### src/rtl/reg_file_mp.sv
// reg_file_mp: multi-ported register file with a per-entry busy scoreboard.
//   Two write ports (port 1 wins on an address collision) and NUM_RD
//   combinational read ports. Entry 0 is hardwired to zero and is never busy.
//   The busy bit of an entry is set by an issue and cleared by a write to it;
//   an issue in the same cycle as a write to that entry wins.
// Optional feature: define RF_BYPASS_EN to forward same-cycle write data to
//   the read ports. Without it, a read returns the stored value.
// Ports:
//   clk, rst               clock; asynchronous active-high reset
//   we0/wa0/wd0            write port 0 (enable, address, data)
//   we1/wa1/wd1            write port 1 (enable, address, data)
//   ra  [NUM_RD*ADDR_W]    packed read addresses, port k at [k*ADDR_W +: ADDR_W]
//   rd  [NUM_RD*DATA_W]    packed read data (combinational), port k at [k*DATA_W +: DATA_W]
//   iss_en, iss_addr       issue strobe and destination register
//   rd_busy [NUM_RD]       busy bit of the register addressed by each read port
module reg_file_mp #(
  parameter int unsigned DATA_W = 32,
  parameter int unsigned ADDR_W = 5,
  parameter int unsigned NUM_RD = 2
) (
  input  logic                       clk,
  input  logic                       rst,
  input  logic                       we0,
  input  logic                       we1,
  input  logic [ADDR_W-1:0]          wa0,
  input  logic [ADDR_W-1:0]          wa1,
  input  logic [DATA_W-1:0]          wd0,
  input  logic [DATA_W-1:0]          wd1,
  input  logic [NUM_RD*ADDR_W-1:0]   ra,
  output logic [NUM_RD*DATA_W-1:0]   rd,
  input  logic                       iss_en,
  input  logic [ADDR_W-1:0]          iss_addr,
  output logic [NUM_RD-1:0]          rd_busy
);

  localparam int unsigned DEPTH = 2 ** ADDR_W;

  if (NUM_RD < 1 || NUM_RD > 4) begin : g_bad_num_rd
    $error("reg_file_mp: NUM_RD must be in 1..4");
  end

  logic [DATA_W-1:0] mem [DEPTH];
  logic [DEPTH-1:0]  busy;
  logic [DEPTH-1:0]  busy_nxt;

  // Storage; port 1 is applied last so it wins on a same-address write.
  always_ff @(posedge clk or posedge rst) begin : mem_update
    if (rst) begin
      for (int i = 0; i < int'(DEPTH); i++) begin
        mem[i] <= '0;
      end
    end else begin
      if (we0 && (wa0 != '0)) mem[wa0] <= wd0;
      if (we1 && (wa1 != '0)) mem[wa1] <= wd1;
    end
  end

  // Scoreboard next state: writes clear, then an issue sets (new producer wins).
  always_comb begin : busy_next
    busy_nxt = busy;
    if (we0) busy_nxt[wa0] = 1'b0;
    if (we1) busy_nxt[wa1] = 1'b0;
    if (iss_en) busy_nxt[iss_addr] = 1'b1;
    busy_nxt[0] = 1'b0;
  end

  always_ff @(posedge clk or posedge rst) begin : busy_reg
    if (rst) begin
      busy <= '0;
    end else begin
      busy <= busy_nxt;
    end
  end

  // Read ports; outputs are forced to zero while reset is asserted.
  for (genvar k = 0; k < int'(NUM_RD); k++) begin : g_rd
    logic [ADDR_W-1:0] ra_k;
    logic [DATA_W-1:0] rd_k;

    assign ra_k = ra[k*ADDR_W +: ADDR_W];

    always_comb begin : read_mux
      rd_k = mem[ra_k];
`ifdef RF_BYPASS_EN
      if (we0 && (wa0 == ra_k)) rd_k = wd0;
      if (we1 && (wa1 == ra_k)) rd_k = wd1;
`endif
      if (rst || (ra_k == '0)) rd_k = '0;
    end

    assign rd[k*DATA_W +: DATA_W] = rd_k;
    assign rd_busy[k]             = ~rst & busy[ra_k];
  end

endmodule

### config.mk
export PLATFORM = sky130hd
export DESIGN_NAME = reg_file_mp
export DESIGN_NICKNAME = d
export VERILOG_FILES = /design/src/rtl/reg_file_mp.sv
export SDC_FILE = /design/constraint.sdc
export NUM_CORES = 2
export LEC_CHECK = 0
export CAP_MARGIN = 15
export CORE_MARGIN = 8
export CORE_UTILIZATION = 57
export CTS_CLUSTER_SIZE = 30
export DETAILED_ROUTE_END_ITERATION = 12
export GPL_TIMING_DRIVEN = 0
export PLACE_DENSITY_LB_ADDON = 0.2
export SYNTH_ARGS = -nofsm -noshare
export SYNTH_HDL_FRONTEND = slang
export SYNTH_SLANG_ARGS = --single-unit
### constraint.sdc
create_clock -name clk -period 32.4 [get_ports clk]
set_input_delay 4.86 -clock clk [delete_from_list [all_inputs] [get_ports clk]]
set_output_delay 4.86 -clock clk [all_outputs]
set_load 0.005 [all_outputs]
==> out/summary.txt <==
DIE HEIGHT = 354 um
Post-synthesis sequential area ratio = 40.6%
Num rows = 124
FF-to-FF path depth = 2
Largest net degree at the start of global routing = 44
Yosys warns = 0
Min-delay src = mem[1001]
# IOs = 160
Layout Nets = 6549
H-tree depth = 3
Fin. Hold Viols = 0
Worst skew pair latency = 730 ps
RSZ-0062 raised after global routing = no
Hold Buf Count CTS = 0
Slew margin rel. = 3.38%
Vias in the first global route = 59115
Total grt overflow = 0
Slowest cell on crit path = clkbuf_1
Final non-filler cell area = 73400 um2
Most common cell on crit path = buf_12
TNS Setup = 0 ps
Post-CTS Setup Bufs = 0
Startpoint types = input pin
Internal = 0.00310 W
WL per Instance = 42.6 um
R2R Setup Slk = 31500 ps
Worst-Margin Slew = 1450 ps
Antenna Violating Nets Remaining = 0
Final Slew Violations = 0
Final Cycle Share = 47.6%
Flop pwr share = 42.3%
Post-synth net total = 6246
Critical path class = in -> out
1st-iter DRT viols = 12878
Core Util, Final = 64.5%
WP data required = 27540 ps
Net Sw Frac = 34.3%
#FFs+latches synth = 1055
Comb pwr share = 26.5%
Layout cells sized above 1 = 16.0%
Drt pass-1 iters = 8
Status = finished clean
Port bufs = 137
Filler cells = 9155
Psw = 0.00162 W
Final setup fails = 0
Num CTS Buffers = 117
F_max = 0.0649 GHz
Die area = 125000 um2
Max clock buf depth = 3
Endpoint class of the critical path = output port
Wire length of the first global-routing pass = 466 mm
Number of synthesized flops with an enable pin = 0
Pre-CTS setup slack = 17690 ps
Final clock skew = 0 ps
Critical R2R Capture = mem[893]
CP Cell Sequence = clkbuf_1, clkinvlp_4, buf_12, buf_12, buf_12, buf_12, buf_12, and3_1, clkbuf_1, clkbuf_1, a22oi_1, o211ai_1, o21a_1, clkdlybuf4s50_1
Async SR Flop Fraction = 100%
CTS resizes = 0
Mapped Cells = 6152
Distinct cells, synth = 54
Bufs and invs on worst path = 10
Hold Path Depth = 1
CP delay by family, top = buffers and inverters
Crit Path Max Fanout = 38
Worst Setup SP = rst
Via count = 62305
DR vias/cell = 7.71
Crit path arrival time = 10560 ps
Mapped Avg Cell Area = 10.6 um2
Worst VDD drop = 47.3 uV
Clock sinks = 1055
Clock Power Share = 31.3%
Total placed instance area = 69100 um2
DR DRC count = 0
Final Critical Period = 15420 ps
Die X = 354 um
Final worst setup slack = 16980 ps
Max-cap violations = 0
Initial Utilization = 57.2%
Crit path largest cell delay = 840 ps
Hold crit path type = reg -> reg
Static leakage = 32.1 nW
Initial antenna violation count = 19
Synthesized cell area = 65000 um2
Ys flop type = dfrtp_1
Overall Power = 0.00471 W
Hold Path End = mem[1001]
R2r startpoint = mem[893]
Core area = 114000 um2
Final WL = 344 mm
CTS root buf = clkbuf_16
Layout area overhead = 12.8%
PwrDens = 64.3 nW/um2
CTS tree = yes
Max FFs per register = 1024
GPL Wtd Cong = 1.11
Clock slew at reported path FFs = 60 ps
Dpl hpwl = 272 mm
GRT Util Overall = 53.3%
-- cells by family (layout without fill, tap and decap cells) --
| logic type | after synthesis | count (layout) | share of synthesized area (%) |
|---|---|---|---|
| AOI/OAI and AO/OA | 1725 | 1725 | 16.5 |
| buffers and inverters | 788 | 1189 | 5.61 |
| DFF | 1055 | 1055 | 40.6 |
| muxes | 1239 | 1239 | 28.9 |
| other | 0 | 16 | 0 |
| and+or+nand+nor | 1345 | 1345 | 8.43 |
-- layout by cell type (no fill, tap or decap), types with 27 or more instances in the layout --
cell type / count
nand3_1: 27
buf_6: 58
buf_12: 29
a22oi_1: 518
a32o_1: 31
clkdlybuf4s50_1: 137
o211ai_1: 33
mux4_2: 509
a21oi_1: 248
a22oi_2: 34
o21ai_0: 655
buf_2: 148
a32oi_1: 32
o21ai_1: 115
nand2_1: 847
nor2_1: 350
dfrtp_1: 1055
clkbuf_16: 118
mux2i_1: 726
clkbuf_1: 548
o21a_1: 32
-- layout make-up --
class                   instances  area (um2)  share of cell area (%)
clock inverters                47         731                   0.996
well taps                    1512        1890                    2.58
flip-flops and latches       1055       26400                    36.0
inverters                      13        52.6                  0.0716
multi-input cells            4309       35000                    47.7
diodes                         16        40.0                  0.0546
repair buffers                184        2240                    3.05
clock buffers                 170        3400                    4.63
plain buffers                 775        3600                    4.91
-- power groups by stage --
stage / logic (W) / registers, W / clock network [W]
after global routing: 0.00129 / 0.00200 / 0.00150
final: 0.00125 / 0.00199 / 0.00147
after CTS: 0.00118 / 0.00195 / 0.00145
after global placement: 0.00113 / 0.00195 / 0
after floorplan: 0.000821 / 0.00183 / 0
after detailed placement: 0.00118 / 0.00197 / 0
-- synth_stat cells, types with 13 or more instances --
library cell  instances  area [um2]
a21oi_1             248        1240
a22oi_2              34         425
buf_1                29         109
a32o_1               31         310
clkbuf_1            523        1960
nand3_1              27         135
dfrtp_1            1055       26400
nand2_1             847        3180
and2_1               18         113
o211ai_1             33         248
buf_2               145         726
a32oi_1              32         280
o21ai_1             115         576
or4_1                23         173
o21ai_0             655        3280
buf_4                21         158
inv_1                13        48.8
mux2i_1             726        7270
nor2_1              350        1310
o21a_1               32         240
buf_6                57         642
mux4_2              509       11500
a22oi_1             518        3890
-- worst max-delay path by stage --
stage / slack [ps] / end / depth (start not counted)
after floorplan: 3590 / rd[0] / 8
after global placement: -6470 / rd[1] / 9
after detailed placement: 17690 / rd[4] / 14
after CTS: 17670 / rd[4] / 14
after global routing: 17110 / rd[1] / 14
final: 16980 / rd[1] / 14
-- per-stage QoR --
| stage | cells | hold slack (ps) |
|---|---|---|
| 2_1_floorplan | 6152 | 441 |
| 6_report | 8081 | 483 |
| 3_3_place_gp | 7801 | 460 |
| 3_5_place_dp | 7841 | 470 |
| 5_1_grt | 8065 | 505 |
| 4_1_cts | 8058 | 483 |
-- routing by layer --
metal	GRT usage (%)	vias to the layer above	wire, um
met4	42.7	12	36500
met1	64.5	30548	112000
li1	-	23455	-
met2	71.6	6550	136000
met5	0.577	-	148
met3	26.1	1740	60100
Power figures use the tool's default switching activity.
